$ cat src/rtl/rom_bus_arbiter_pkg.sv
// Shared encodings for the instruction-SRAM arbiter: FSM states, bus owners,
// strobe levels and the fetch/data grant rule.
package rom_bus_arbiter_pkg;

   typedef enum logic [1:0] {
      ARB_IDLE   = 2'd0,
      ARB_SETUP  = 2'd1,
      ARB_ACCESS = 2'd2,
      ARB_HOLD   = 2'd3
   } arb_state_e;

   typedef enum logic {
      OWN_FETCH = 1'b0,
      OWN_DATA  = 1'b1
   } owner_e;

   localparam logic STROBE_ACTIVE   = 1'b0;
   localparam logic STROBE_INACTIVE = 1'b1;

   localparam int unsigned WAIT_CNT_W = 4;

   // With both ports pending, the one that did not own the previous cycle wins.
   function automatic owner_e pick_owner(input logic   if_req,
                                         input logic   d_req,
                                         input owner_e last_owner);
      if (if_req && d_req) begin
         return (last_owner == OWN_FETCH) ? OWN_DATA : OWN_FETCH;
      end else if (d_req) begin
         return OWN_DATA;
      end else begin
         return OWN_FETCH;
      end
   endfunction

endpackage

$ cat src/rtl/rom_bus_arbiter_sram_cycle_timer.sv
// Access-phase wait counter: loaded on entry to ACCESS, counts down to zero,
// and flags the last ACCESS cycle.
module rom_bus_arbiter_sram_cycle_timer
   import rom_bus_arbiter_pkg::*;
#(
   parameter int unsigned WAIT_CYCLES = 2
) (
   input  logic clk,
   input  logic rst,
   input  logic load_i,
   input  logic en_i,
   output logic done_o
);

   localparam logic [WAIT_CNT_W-1:0] LOAD_VAL = WAIT_CNT_W'(WAIT_CYCLES - 1);

   logic [WAIT_CNT_W-1:0] cnt_q;
   logic [WAIT_CNT_W-1:0] cnt_d;

   // NOTE: every signal written here gets a default first, so no path can infer a latch.
   always_comb begin
      cnt_d = cnt_q;
      if (load_i) begin
         cnt_d = LOAD_VAL;
      end else if (en_i && (cnt_q != '0)) begin
         cnt_d = cnt_q - 1'b1;
      end
   end

   // NOTE: state registers use non-blocking assignments so all flops update together at the edge.
   always_ff @(posedge clk) begin
      if (rst) begin
         cnt_q <= '0;
      end else begin
         cnt_q <= cnt_d;
      end
   end

   assign done_o = (cnt_q == '0);

endmodule

$ cat src/rtl/rom_bus_arbiter.sv
// Single-port instruction SRAM arbiter between the IF fetch port and the EX/MEM
// data port; sequences SETUP/ACCESS/HOLD cycles and drives the stall request.
module rom_bus_arbiter
   import rom_bus_arbiter_pkg::*;
#(
   parameter int unsigned ADDR_W      = 32,
   parameter int unsigned DATA_W      = 32,
   parameter int unsigned WAIT_CYCLES = 2
) (
   input  logic              clk,
   input  logic              rst,
   input  logic              if_req_i,
   input  logic [ADDR_W-1:0] if_addr_i,
   output logic [DATA_W-1:0] if_rdata_o,
   output logic              if_valid_o,
   input  logic              d_req_i,
   input  logic              d_we_i,
   input  logic [ADDR_W-1:0] d_addr_i,
   input  logic [DATA_W-1:0] d_wdata_i,
   output logic [DATA_W-1:0] d_rdata_o,
   output logic              d_done_o,
   output logic              stall_req_o,
   output logic [ADDR_W-3:0] sram_addr_o,
   output logic [DATA_W-1:0] sram_wdata_o,
   output logic              sram_wdata_oe_o,
   input  logic [DATA_W-1:0] sram_rdata_i,
   output logic              sram_ce_n_o,
   output logic              sram_oe_n_o,
   output logic              sram_we_n_o
);

   arb_state_e        state_q, state_d;
   owner_e            owner_q, owner_d;   // current owner, doubles as last_owner
   logic [ADDR_W-3:0] addr_q, addr_d;
   logic              we_q, we_d;
   logic [DATA_W-1:0] wdata_q, wdata_d;
   logic [DATA_W-1:0] if_rdata_q, if_rdata_d;
   logic [DATA_W-1:0] d_rdata_q, d_rdata_d;
   logic              grant;
   logic              timer_load;
   logic              timer_en;
   logic              timer_done;
   logic              any_req;
   logic              unused_addr_lsbs;

   assign any_req          = if_req_i | d_req_i;
   assign unused_addr_lsbs = ^{if_addr_i[1:0], d_addr_i[1:0]};

   rom_bus_arbiter_sram_cycle_timer #(
      .WAIT_CYCLES (WAIT_CYCLES)
   ) u_timer (
      .clk    (clk),
      .rst    (rst),
      .load_i (timer_load),
      .en_i   (timer_en),
      .done_o (timer_done)
   );

   always_comb begin
      state_d    = state_q;
      owner_d    = owner_q;
      addr_d     = addr_q;
      we_d       = we_q;
      wdata_d    = wdata_q;
      if_rdata_d = if_rdata_q;
      d_rdata_d  = d_rdata_q;
      grant      = 1'b0;
      timer_load = 1'b0;
      timer_en   = 1'b0;

      case (state_q)
         ARB_IDLE: begin
            if (any_req) begin
               grant   = 1'b1;
               state_d = ARB_SETUP;
            end
         end
         ARB_SETUP: begin
            timer_load = 1'b1;
            state_d    = ARB_ACCESS;
         end
         ARB_ACCESS: begin
            if (timer_done) begin
               state_d = ARB_HOLD;
               if (!we_q) begin
                  if (owner_q == OWN_DATA) begin
                     d_rdata_d = sram_rdata_i;
                  end else begin
                     if_rdata_d = sram_rdata_i;
                  end
               end
            end else begin
               timer_en = 1'b1;
            end
         end
         ARB_HOLD: begin
            // Back-to-back grant: the next SETUP follows HOLD directly.
            if (any_req) begin
               grant   = 1'b1;
               state_d = ARB_SETUP;
            end else begin
               state_d = ARB_IDLE;
            end
         end
         default: state_d = ARB_IDLE;
      endcase

      if (grant) begin
         owner_d = pick_owner(if_req_i, d_req_i, owner_q);
         if (owner_d == OWN_DATA) begin
            addr_d  = d_addr_i[ADDR_W-1:2];
            we_d    = d_we_i;
            wdata_d = d_wdata_i;
         end else begin
            addr_d = if_addr_i[ADDR_W-1:2];
            we_d   = 1'b0;
         end
      end
   end

   always_ff @(posedge clk) begin
      if (rst) begin
         state_q    <= ARB_IDLE;
         owner_q    <= OWN_FETCH;
         addr_q     <= '0;
         we_q       <= 1'b0;
         wdata_q    <= '0;
         if_rdata_q <= '0;
         d_rdata_q  <= '0;
      end else begin
         state_q    <= state_d;
         owner_q    <= owner_d;
         addr_q     <= addr_d;
         we_q       <= we_d;
         wdata_q    <= wdata_d;
         if_rdata_q <= if_rdata_d;
         d_rdata_q  <= d_rdata_d;
      end
   end

   // Strobes decode straight from state, so a reset releases them on the next cycle.
   assign sram_ce_n_o     = (state_q == ARB_IDLE) ? STROBE_INACTIVE : STROBE_ACTIVE;
   assign sram_oe_n_o     = ((state_q == ARB_ACCESS) && !we_q) ? STROBE_ACTIVE : STROBE_INACTIVE;
   assign sram_we_n_o     = ((state_q == ARB_ACCESS) && we_q) ? STROBE_ACTIVE : STROBE_INACTIVE;
   assign sram_wdata_oe_o = (state_q == ARB_ACCESS) && we_q;
   assign sram_addr_o     = addr_q;
   assign sram_wdata_o    = wdata_q;

   assign if_valid_o  = (state_q == ARB_HOLD) && (owner_q == OWN_FETCH);
   assign d_done_o    = (state_q == ARB_HOLD) && (owner_q == OWN_DATA);
   assign if_rdata_o  = if_rdata_q;
   assign d_rdata_o   = d_rdata_q;
   assign stall_req_o = (d_req_i & ~d_done_o) | (if_req_i & ~if_valid_o);

endmodule
$ cat config.mk
export PLATFORM = sky130hd
export DESIGN_NAME = rom_bus_arbiter
export DESIGN_NICKNAME = d
export VERILOG_FILES = /design/src/rtl/rom_bus_arbiter_pkg.sv /design/src/rtl/rom_bus_arbiter_sram_cycle_timer.sv /design/src/rtl/rom_bus_arbiter.sv
export SDC_FILE = /design/constraint.sdc
export NUM_CORES = 1
export LEC_CHECK = 0
export CAP_MARGIN = 20
export CORE_MARGIN = 2
export CORE_UTILIZATION = 41
export DETAILED_ROUTE_END_ITERATION = 8
export PLACE_DENSITY = 0.77
export SLEW_MARGIN = 40
export SYNTH_ARGS = -nofsm -noshare
export SYNTH_HDL_FRONTEND = slang
export SYNTH_SLANG_ARGS = --single-unit
$ cat constraint.sdc
create_clock -name clk -period 2.6 [get_ports clk]
set_input_delay 0.78 -clock clk [delete_from_list [all_inputs] [get_ports clk]]
set_output_delay 0.78 -clock clk [all_outputs]
set_load 0.005 [all_outputs]
* Yosys cells after proc, flatten, opt, wreduce, memory -nomap -nowiden
Cells that the tools add are included.
Cells by class: reduce and logical (&&, ||, !) cells 17, add/sub/neg operators 1, mux-type cells 20, bitwise operators 8, eq/ne operators 5
Operators by type and width (number):
- 30-bit two-way mux | 1
- 1-bit two-way mux | 16
- 2-bit one-hot mux with 4 select lines | 1
- 4-bit AND reduction | 2
- 1-bit logical AND | 6
- 2-bit equality test, second input constant | 2
- 4-bit logical NOT | 1
- 2-bit two-way mux | 2
- 2-bit inequality test, second input constant | 2
- 1-bit NOT | 4
- 2-bit AND reduction | 2
- 4-bit nonzero test | 1
- 2-bit OR reduction | 2
- 4-bit by 1-bit subtractor with 4-bit output, second input constant | 1
- 1-bit bitwise AND | 2
- 2-bit by 1-bit equality test with 1-bit output, second input constant | 1
- 2-bit logical NOT | 1
- 1-bit bitwise OR | 2
- 2-bit nonzero test | 1
- 1-bit logical NOT | 1
Storage, ports and cells: output and inout port bits 133, flip-flop bits (word level) 134, input port bits 133

* Depth between registers and ports, before layout
Gate-level depths: netlist (run 1).
depth in word-level cells 6, mapped depth 7, depth with buffers taken out 5

* Hierarchy
From an unflattened synthesis (run 1), not the netlist that was laid out.
Unflattened totals: cells, all modules 654, area total of the unflattened synthesis 5529.1 µm²
Modules (own cells, without submodules):
- rom_bus_arbiter | cells each 630, area an instance 5316.3 µm², times used 1
- rom_bus_arbiter_sram_cycle_timer | cells each 24, area an instance 212.7 µm², times used 1

* Least setup slack after synthesis (run 1)
No wires, ideal clock.
kind reg2reg, from register state_q[0], to register addr_q[0] (netlist: sram_addr_o[0]), data arrival time 1783 ps, required time 2509 ps, stages on the path, launching flop included 8, slack 726 ps, path buffers 2, period minus slack after synthesis 1874 ps, cell sequence dfxtp_1 -> inv_1 -> ha_1 -> o21ba_2 -> clkbuf_1 -> clkbuf_1 -> nor2_1 -> a311oi_1
On the way: cells in the longest elaborated chain, start to end 3, elaborated cells between the ends (all ways) 4, classes of those cells eq/ne (1); mux (1); reduce/logical (2)
RTL lines:
- start, declared | RTL line rom_bus_arbiter.sv:32 | arb_state_e state_q, state_d;
- start signal, assigned | RTL line rom_bus_arbiter.sv:131 | state_q <= state_d;
- 2-bit equality test or 2-bit logical NOT (tied branches) | RTL line rom_bus_arbiter.sv:71 | case (state_q)
- 2-bit OR reduction (no line) *
- 1-bit two-way mux *
- end signal, assigned | RTL line rom_bus_arbiter.sv:133 | addr_q <= addr_d;
- end, declared | RTL line rom_bus_arbiter.sv:34 | logic [ADDR_W-3:0] addr_q, addr_d;
Every way passes the cells marked *; elsewhere a longest branch is shown, timed or not. A chain may end at the register's enable or synchronous reset.

* Final worst setup path (run 1)
from input if_req_i, to output stall_req_o
On the way: cells in the longest elaborated chain, start to end 2
RTL lines:
- start, declared | RTL line rom_bus_arbiter.sv:12 | input logic if_req_i,
- 1-bit bitwise AND | RTL line rom_bus_arbiter.sv:153 | assign stall_req_o = (d_req_i & ~d_done_o) | (if_req_i & ~if_valid_o);
- 1-bit bitwise OR | RTL line rom_bus_arbiter.sv:153
- end, declared | RTL line rom_bus_arbiter.sv:22 | output logic stall_req_o,
Every way passes these cells.

==> results of run 1 <==
[worst reg2reg max path: stages, from the launching register on]
cell     delay, ns
dfxtp_1       0.31
inv_1         0.08
ha_1          0.21
or3b_1        0.50
nor3_4        0.18
buf_4         0.37
mux2i_1       0.25
[cells in the mapped netlist, drive strengths merged, types with 2 or more instances]
library cell / instances
nor3b: 2
or3: 2
dfxtp: 134
clkbuf: 40
o211ai: 2
buf: 13
inv: 10
ha: 7
nand2b: 4
a311oi: 30
nand3: 34
mux2i: 64
nand2: 155
nor2: 33
o21ai: 34
a21oi: 33
nor3: 2
[final cells by class]
cell class,count,area [µm²]
Fill cell,1018,4270
Timing Repair Buffer,275,2780
Sequential cell,134,2690
Multi-Input combinational cell,423,2480
Clock buffer,21,470
Tap cell,176,220
Clock inverter,10,146
Inverter,11,41.3
[layer usage]
layer / share of wire / GRT usage / wire (µm)
met3: 0.094 / 0.0862 / 1500
met4: 0.024 / 0.0893 / 375
met1: 0.41 / 0.254 / 6470
met5: 0 / 0 / 0
met2: 0.48 / 0.379 / 7600
[stage by stage]
step                power (µW)  std cells  TNS, ns  hold slack, ns
global placement          5860       1019   -0.228           0.442
floorplan                 4390        621        0           0.451
global route              8870       1050        0           0.478
CTS                       8470       1050        0           0.459
detailed placement        5960       1019   -0.232           0.448
finish                    8400       1050        0           0.456
[report_power, final]
part	total, µW	internal (µW)	leakage, µW	switching (µW)
sequential	2830	2550	0.00109	283
combinational	3100	1610	0.00210	1490
clock	2460	1590	0.000300	876
[registers in the layout, indices dropped and copies added (netlist names)]
name,count
d_rdata_o,32
state_q,2
u_timer.cnt_q,4
sram_addr_o,30
we_q,1
owner_q,1
if_rdata_o,32
sram_wdata_o,32
[kinds of logic (layout without fill, tap and decap cells)]
logic type / count (synthesis) / in the layout
AND/OR/NAND/NOR: 237 / 237
adder cells (fa/ha/maj): 7 / 7
XOR/XNOR: 1 / 1
AO/OA/AOI/OAI: 114 / 114
flip-flops: 134 / 134
multiplexers: 64 / 64
buffers and inverters: 64 / 317
[how the worst max path moves through the flow]
stage               start         endpoint  slack [ns]
2_1_floorplan  state_q[0]   sram_addr_o[0]        0.73
3_3_place_gp     if_req_i      stall_req_o       -0.23
3_5_place_dp     if_req_i      stall_req_o       -0.23
4_1_cts        state_q[0]  sram_wdata_oe_o       0.004
5_1_grt           owner_q         d_done_o        0.02
6_report         if_req_i      stall_req_o        0.06
[repair_timing]
action,in CTS,in global routing
endpoints found under the setup margin,5,2
gates resized for setup,6,2
gates cloned,0,0
==> run_results.csv, run 1 <==
group,metric,value,unit
run_status,status,"completed",
pwr,leakage,0.00350,µW
final_layout,final_common_cell,"clkdlybuf4s50_1",
routing,postRouteAntennaNets,0,
timing,worstMarginPinSlew,0.592,ns
logic_synthesis,synth-edff-count,0,
logic_synthesis,synth_area_leaders,"dfxtp_1 49%, mux2i_1 12%, nand2_1 11%",
final_layout,n_antenna_cell,0,
logic_synthesis,netlist_area,5420,µm²
clocking,cts_tree,"yes",
clocking,cts_hold_buf,0,
timing,fmax,394,MHz
routing,first_iter_violations,243,
logic_synthesis,synthArstFlopShare,0,
worst_setup_path,cp_slowest_cell,"clkdlybuf4s50_1",
worst_setup_path,worstSetupPathType,"input pin to primary output",
min_path,hold_depth,2,
floorplanning,io_pins,266,
routing,dr.pass1.iters,4,
placement,place_hpwl,11400,µm
clocking,cts.sinks,134,
timing,fin_worst_skew,0.0113,ns
clocking,root_buffer,"clkbuf_16",
worst_setup_path,worstPathRequired,1.82,ns
final_layout,mostFrequentLayoutCells,"257 x clkdlybuf4s50_1, 155 x nand2_1, 132 x dfxtp_1",
timing,setup_viol,0,
clocking,cts_setup_buffers,0,
timing,finalHoldViolCount,0,
clocking,tritoncts.num_buffers,17,
logic_synthesis,synth-seq-area-share,0.495,
logic_synthesis,synth_top_area_frac,0.495,
timing,fin_crit,2.54,ns
worst_setup_path,cp_cell_sequence,"clkdlybuf4s50_1 > inv_1 > o22ai_1 > dlygate4sd2_1",
worst_setup_path,cp_slowest_stage_delay,0.49,ns
global_route,grt_pass1_vias,5230,
placement,gp_congestion,0.775,
final_layout,drive_above_1_share,0.0629,
routing,vias_per_cell,5.05,
logic_synthesis,ys.flop_type,"dfxtp_1",
floorplanning,core_area,13100,µm²
worst_setup_path,critPathMaxFanout,2,
min_path,hold_path_startpoint,"d_rdata_o[0]",
clocking,cts.path.max_buffers,2,
routing,wl_per_cell,15.2,µm
floorplanning,die_area,14200,µm²
timing,slew_headroom,0.605,
final_layout,nNetsFinal,1002,
timing,final-max-slew-violation-count,0,
worst_setup_path,worstSetupStartpointType,"input pin",
routing,via_count,5298,
worst_setup_path,cp.depth,4,
timing,grt_setup_unrepaired,"false",
floorplanning,start_util,0.414,
logic_synthesis,synth_top_family_by_area,"simple AND/OR/NAND/NOR gates",
logic_synthesis,synth-compound-area-share,0.135,
global_route,grt_pass1_wl,25500,µm
worst_setup_path,ff2ff_path_depth,6,
final_layout,area_delta_synth_final,62.6,%
timing,fin_crit_sh,0.977,
pwr,ir_worst_vdd,0.562,mV
floorplanning,chipWidth,119,µm
placement,placed_area,8190,µm²
global_route,track_usage,0.224,
logic_synthesis,yosys.area_share.simple,0.182,
placement,place_ws,-0.232,ns
logic_synthesis,postSynthAreaPerCell,8.73,µm²
min_path,min_path_type,"flop to flop",
worst_setup_path,regToRegEndpoint,"if_rdata_o[29]",
worst_setup_path,path_buf_inv,3,
logic_synthesis,synth_cell_type_count,43,
logic_synthesis,synthCells,621,
worst_setup_path,reg2reg_from,"u_timer.cnt_q[0]",
floorplanning,die_h,119,µm
min_path,whs_endpoint,"d_rdata_o[0]",
worst_setup_path,ff2ff_setup_slack,0.62,ns
global_route,grt_max_degree,94,
final_layout,fin_area,8820,µm²
flow_run,max_cap_viol_count,0,
worst_setup_path,critPathTopFamily,"buffers and inverters",
clocking,clk_latency,0.41,ns
timing,fin_ws,0.0601,ns
routing,wirelength,15900,µm
clocking,clkTransAtPathRegs,0.06,ns
logic_synthesis,synth_warnings,0,
global_route,antenna_found_initial,0,
final_layout,fin_util,0.674,
logic_synthesis,syn-num-nets,761,
placement,io_buffers,261,
global_route,grt-ovfl-total,0,
pwr,cellPowerDensity,952,nW/µm²
logic_synthesis,ys_ff_latch,134,
logic_synthesis,yosys.area.top_type,"dfxtp_1",
clocking,cts_htree_levels,4,
floorplanning,num_rows,42,
logic_synthesis,synth_mux_area_frac,0.118,
routing,drc_errors,0,
worst_setup_path,worstSetupEndpointType,"primary output",
logic_synthesis,synthAdderAreaFrac,0.0162,
logic_synthesis,synthXorXnorAreaFrac,0.00162,
worst_setup_path,crit_arrival,1.76,ns
(Power assumes the default switching activity.)
==> run 2, diff against run 1 <==
CORE_UTILIZATION = 42   (was 41)
CTS_BUF_LIST = sky130_fd_sc_hd__clkbuf_8   (was unset)
PLACE_DENSITY = 0.79   (was 0.77)
==> run 2 against run 1 <==
Compared with the run above: clock skew down 0.0023 ns; clock-buffer cell count down 1; worst hold slack better by 0.0052 ns; design area down 2.9%; critical path depth up 1; sequential power about the same; flip-flop and latch count unchanged.
==> run_results.csv, run 2 (synthesis gave the netlist of run 1 again) <==
group,metric,value,unit
run_status,status,"completed",
timing,fmax,397,MHz
final_layout,mostFrequentLayoutCells,"257 x clkdlybuf4s50_1, 155 x nand2_1, 131 x dfxtp_1",
clocking,cts_htree_levels,4,
pwr,p_clk_frac,0.210,
routing,first_iter_violations,267,
min_path,whs_endpoint,"d_rdata_o[0]",
routing,vias_per_cell,5.11,
final_layout,n_antenna_cell,0,
timing,fin_crit,2.52,ns
worst_setup_path,worstSetupEndpointType,"primary output",
placement,place_hpwl,12000,µm
worst_setup_path,worstSetupStartpointType,"flop",
routing,postRouteAntennaNets,0,
timing,worstMarginPinSlew,0.627,ns
clocking,cts_tree,"yes",
final_layout,area_delta_synth_final,58.0,%
worst_setup_path,worstSetupPathType,"flop to primary output",
clocking,cts.sinks,134,
timing,slew_headroom,0.582,
timing,final-max-slew-violation-count,0,
worst_setup_path,worstPathRequired,1.82,ns
worst_setup_path,reg2reg_from,"state_q[1]",
clocking,clk_latency,0.44,ns
worst_setup_path,critPathMaxFanout,6,
placement,io_buffers,261,
routing,wirelength,16800,µm
final_layout,final_common_cell,"clkdlybuf4s50_1",
global_route,track_usage,0.235,
global_route,grt-ovfl-total,0,
pwr,comb_power_share,0.416,
floorplanning,num_rows,41,
worst_setup_path,regToRegEndpoint,"sram_addr_o[13]",
min_path,min_path_type,"flop to flop",
final_layout,instances_no_fill,1048,
timing,fin_crit_sh,0.968,
worst_setup_path,ff2ff_path_depth,6,
pwr,switching_share,0.344,
timing,whs,0.461,ns
global_route,antenna_found_initial,0,
routing,wl_per_cell,16.0,µm
placement,gp_congestion,0.794,
pwr,p_int,4980,µW
clocking,clkTransAtPathRegs,0.07,ns
pwr,leakage,0.00338,µW
floorplanning,die_h,118,µm
routing,via_count,5352,
min_path,hold_path_startpoint,"d_rdata_o[0]",
flow_run,max_cap_viol_count,0,
worst_setup_path,ff2ff_setup_slack,0.64,ns
timing,setup_viol,0,
clocking,root_buffer,"clkbuf_8",
clocking,tritoncts.num_buffers,17,
pwr,power_frac_seq,0.375,
placement,dpl.cell_count,1016,
min_path,hold_depth,2,
floorplanning,io_pins,266,
timing,grt_setup_unrepaired,"false",
global_route,grt_max_degree,61,
global_route,grt_pass1_vias,5374,
timing,fin_worst_skew,0.00899,ns
pwr,ir_worst_vdd,0.606,mV
floorplanning,die_area,13800,µm²
clocking,cts.path.max_buffers,2,
global_route,grt_pass1_wl,26200,µm
floorplanning,core_area,12600,µm²
pwr,cellPowerDensity,885,nW/µm²
timing,finalHoldViolCount,0,
routing,drc_errors,0,
final_layout,nNetsFinal,1004,
worst_setup_path,crit_arrival,1.74,ns
pwr,p_sw,2610,µW
floorplanning,chipWidth,118,µm
routing,dr.pass1.iters,5,
floorplanning,start_util,0.430,
final_layout,drive_above_1_share,0.0662,
run 2: timing repair:
action,4_1_cts,5_1_grt
endpoints found under the setup margin,5,2
setup buffers,1,0
resized for setup,8,3
hold buffers,0,0
run 2: cell type report:
type | instances | area [µm²]
Multi-Input combinational cell | 423 | 2480
Tap cell | 172 | 215
Clock buffer | 20 | 275
Clock inverter | 11 | 85.1
Sequential cell | 134 | 2690
Inverter | 11 | 41.3
Timing Repair Buffer | 277 | 2780
Fill cell | 1054 | 4050
run 2: how the worst max path moves through the flow:
stage	endpoint	startpoint	depth (start not counted)	slack, ns
after detailed placement	stall_req_o	if_req_i	4	-0.24
after CTS	stall_req_o	if_req_i	4	0.04
final	sram_wdata_oe_o	state_q[0]	5	0.08
after floorplan	sram_addr_o[0]	state_q[0]	7	0.73
after global placement	stall_req_o	if_req_i	4	-0.24
after global routing	sram_wdata_oe_o	state_q[0]	5	0.009
run 2: through the flow:
stage	instance area [µm²]	setup TNS (ns)	utilization	setup WS (ns)	power [µW]
after global routing	8570	0	0.679	0.00852	8020
final	8570	0	0.679	0.0835	7590
after floorplan	5420	0	-	0.726	4390
after CTS	8570	0	0.679	0.0371	7630
after detailed placement	8190	-0.243	0.649	-0.243	5990
after global placement	8190	-0.238	0.649	-0.238	5870
run 2: metal layers:
metal	share of wire	GRT usage
met5	0	0
met4	0.023	0.0964
met2	0.50	0.407
met1	0.38	0.250
met3	0.097	0.104
run 2: power groups by stage:
stage	combinational (µW)	sequential (µW)	clock (µW)
after detailed placement	3120	2870	0
after global routing	3400	2900	1720
final	3150	2840	1590
after global placement	3040	2840	0
after floorplan	1530	2860	0
after CTS	3160	2840	1620
run 2: critical path: stages, from the launching register on:
cell	delay [ns]
dfxtp_2	0.35
inv_2	0.10
ha_4	0.18
nand2_1	0.10
inv_1	0.07
clkdlybuf4s50_1	0.51
==> run 3, diff against run 2 <==
CORE_ASPECT_RATIO = 0.7   (was unset)
==> run 3 against run 2 <==
Compared with the run above: design area up 0.63%; sequential power about the same; via count up 0.17%; clock skew up 0.0039 ns; first-iteration DRC count up 13%; power up 2.7%; maximum frequency about the same; worst hold slack better by 0.00087 ns; critical path type is now input pin to primary output; highest routed layer unchanged.
==> run_results.csv, run 3 (synthesis gave the netlist of run 1 again) <==
group,metric,value,unit
timing,fmax,398,MHz
clocking,cts_tree,"yes",
clocking,tritoncts.num_buffers,17,
clocking,clk_latency,0.43,ns
timing,final-max-slew-violation-count,0,
placement,place_ws,-0.210,ns
floorplanning,core_area,12500,µm²
final_layout,fin_util,0.689,
timing,finalHoldViolCount,0,
routing,wl_per_cell,16.1,µm
final_layout,final_common_cell,"clkdlybuf4s50_1",
worst_setup_path,crit_arrival,1.73,ns
timing,fin_ws,0.0851,ns
min_path,min_path_type,"flop to flop",
timing,worstMarginPinSlew,0.445,ns
global_route,antenna_found_initial,0,
pwr,switching_share,0.341,
floorplanning,chipWidth,140,µm
final_layout,n_antenna_cell,0,
timing,grt_setup_unrepaired,"false",
global_route,grt_pass1_vias,5287,
routing,postRouteAntennaNets,0,
pwr,cellPowerDensity,904,nW/µm²
pwr,p_sw,2660,µW
worst_setup_path,worstSetupStartpointType,"input pin",
worst_setup_path,critPathTopFamily,"buffers and inverters",
global_route,grt_max_degree,81,
min_path,hold_path_startpoint,"d_rdata_o[18]",
pwr,power_frac_seq,0.364,
worst_setup_path,critical_path.endpoint,"stall_req_o",
final_layout,mostFrequentLayoutCells,"259 x clkdlybuf4s50_1, 155 x nand2_1, 131 x dfxtp_1",
floorplanning,die_area,13900,µm²
timing,setup-tns-final,0,ns
pwr,ir_worst_vdd,0.508,mV
placement,gp_congestion,0.819,
flow_run,max_cap_viol_count,0,
routing,drc_errors,0,
run_status,status,"completed",
worst_setup_path,cp.depth,4,
final_layout,instances_no_fill,1036,
clocking,cts.sinks,134,
final_layout,area_delta_synth_final,59.0,%
worst_setup_path,worstSetupPathType,"input pin to primary output",
worst_setup_path,worstPathRequired,1.82,ns
worst_setup_path,critPathMaxFanout,2,
global_route,grt-ovfl-total,0,
worst_setup_path,cp-startpoint,"if_req_i",
pwr,comb_power_share,0.406,
floorplanning,die_h,99.1,µm
global_route,track_usage,0.238,
placement,place_hpwl,12000,µm
clocking,root_buffer,"clkbuf_8",
clocking,cts.path.max_buffers,2,
pwr,leakage,0.00339,µW
timing,fin_crit_sh,0.967,
routing,wl_met3,1590,µm
worst_setup_path,ff2ff_setup_slack,0.68,ns
routing,via_count,5361,
final_layout,nNetsFinal,1002,
worst_setup_path,worstSetupEndpointType,"primary output",
timing,setup_viol,0,
worst_setup_path,reg2reg_from,"u_timer.cnt_q[0]",
worst_setup_path,regToRegEndpoint,"if_rdata_o[5]",
min_path,hold_depth,2,
floorplanning,num_rows,34,
routing,first_iter_violations,302,
routing,highest_layer,"met4",
routing,dr.pass1.iters,4,
clocking,cts_htree_levels,4,
pwr,p_clk_frac,0.230,
worst_setup_path,cp_slowest_stage_delay,0.48,ns
pwr,p_int,5130,µW
routing,drt-met1-wl,6930,µm
timing,fin_crit,2.51,ns
routing,routed-wl-met2,7940,µm
timing,slew_headroom,0.703,
routing,wirelength,16700,µm
final_layout,drive_above_1_share,0.0664,
worst_setup_path,path_buf_inv,3,
worst_setup_path,cp_slowest_cell,"clkdlybuf4s50_1",
placement,dpl.cell_count,1004,
clocking,clkTransAtPathRegs,0.07,ns
floorplanning,io_pins,266,
routing,vias_per_cell,5.17,
floorplanning,start_util,0.434,
placement,io_buffers,261,
pwr,finalPower,7790,µW
timing,fin_worst_skew,0.0129,ns
worst_setup_path,cp_cell_sequence,"clkdlybuf4s50_1 > inv_1 > o22ai_2 > dlygate4sd2_1",
global_route,grt_pass1_wl,26500,µm
worst_setup_path,ff2ff_path_depth,6,
-- run 3: what timing repair did --
item / 4_1_cts / 5_1_grt
hold buffers: 0 / 0
setup endpoints to repair: 5 / 4
resized for setup: 6 / 4
setup buffers: 1 / 0
-- run 3: cell type report --
class                   instances  area, µm²
fillers                       952       3890
repair buffers                275       2790
flip-flops and latches        134       2690
multi-input cells             423       2490
clock buffers                  17        234
well taps                     162        203
clock inverters                14        178
inverters                      11       41.3
-- run 3: per-stage QoR --
step	area, µm²	hold WS, ns
3_5_place_dp	8180	0.452
4_1_cts	8610	0.463
3_3_place_gp	8180	0.443
2_1_floorplan	5420	0.451
5_1_grt	8620	0.471
6_report	8620	0.462
-- run 3: worst reg2reg max path: cells and delay by family (launching register included) --
family,cells,cell delay [ns]
and+or+nand+nor,2,0.70
DFF,1,0.32
adders and majority gates,1,0.21
buffers and inverters,2,0.35
muxes,1,0.27
-- run 3: worst min path at each step --
stage,endpoint,slack [ns]
2_1_floorplan,if_rdata_o[0],0.45
4_1_cts,if_rdata_o[25],0.46
3_5_place_dp,if_rdata_o[21],0.45
3_3_place_gp,if_rdata_o[28],0.44
6_report,d_rdata_o[18],0.46
5_1_grt,d_rdata_o[25],0.47
-- run 3: metal layers --
layer | vias up | global-route usage
li1 | 2607 | -
met1 | 2503 | 0.276
met2 | 229 | 0.407
met3 | 22 | 0.0991
met4 | 0 | 0.0677
met5 | - | 0
-- run 3: power by group through the flow --
stage	combinational (µW)	sequential, µW	clock [µW]
after floorplan	1530	2860	0
after global placement	3030	2840	0
after detailed placement	3130	2870	0
after CTS	3160	2830	1840
after global routing	3420	2900	1920
final	3160	2840	1790
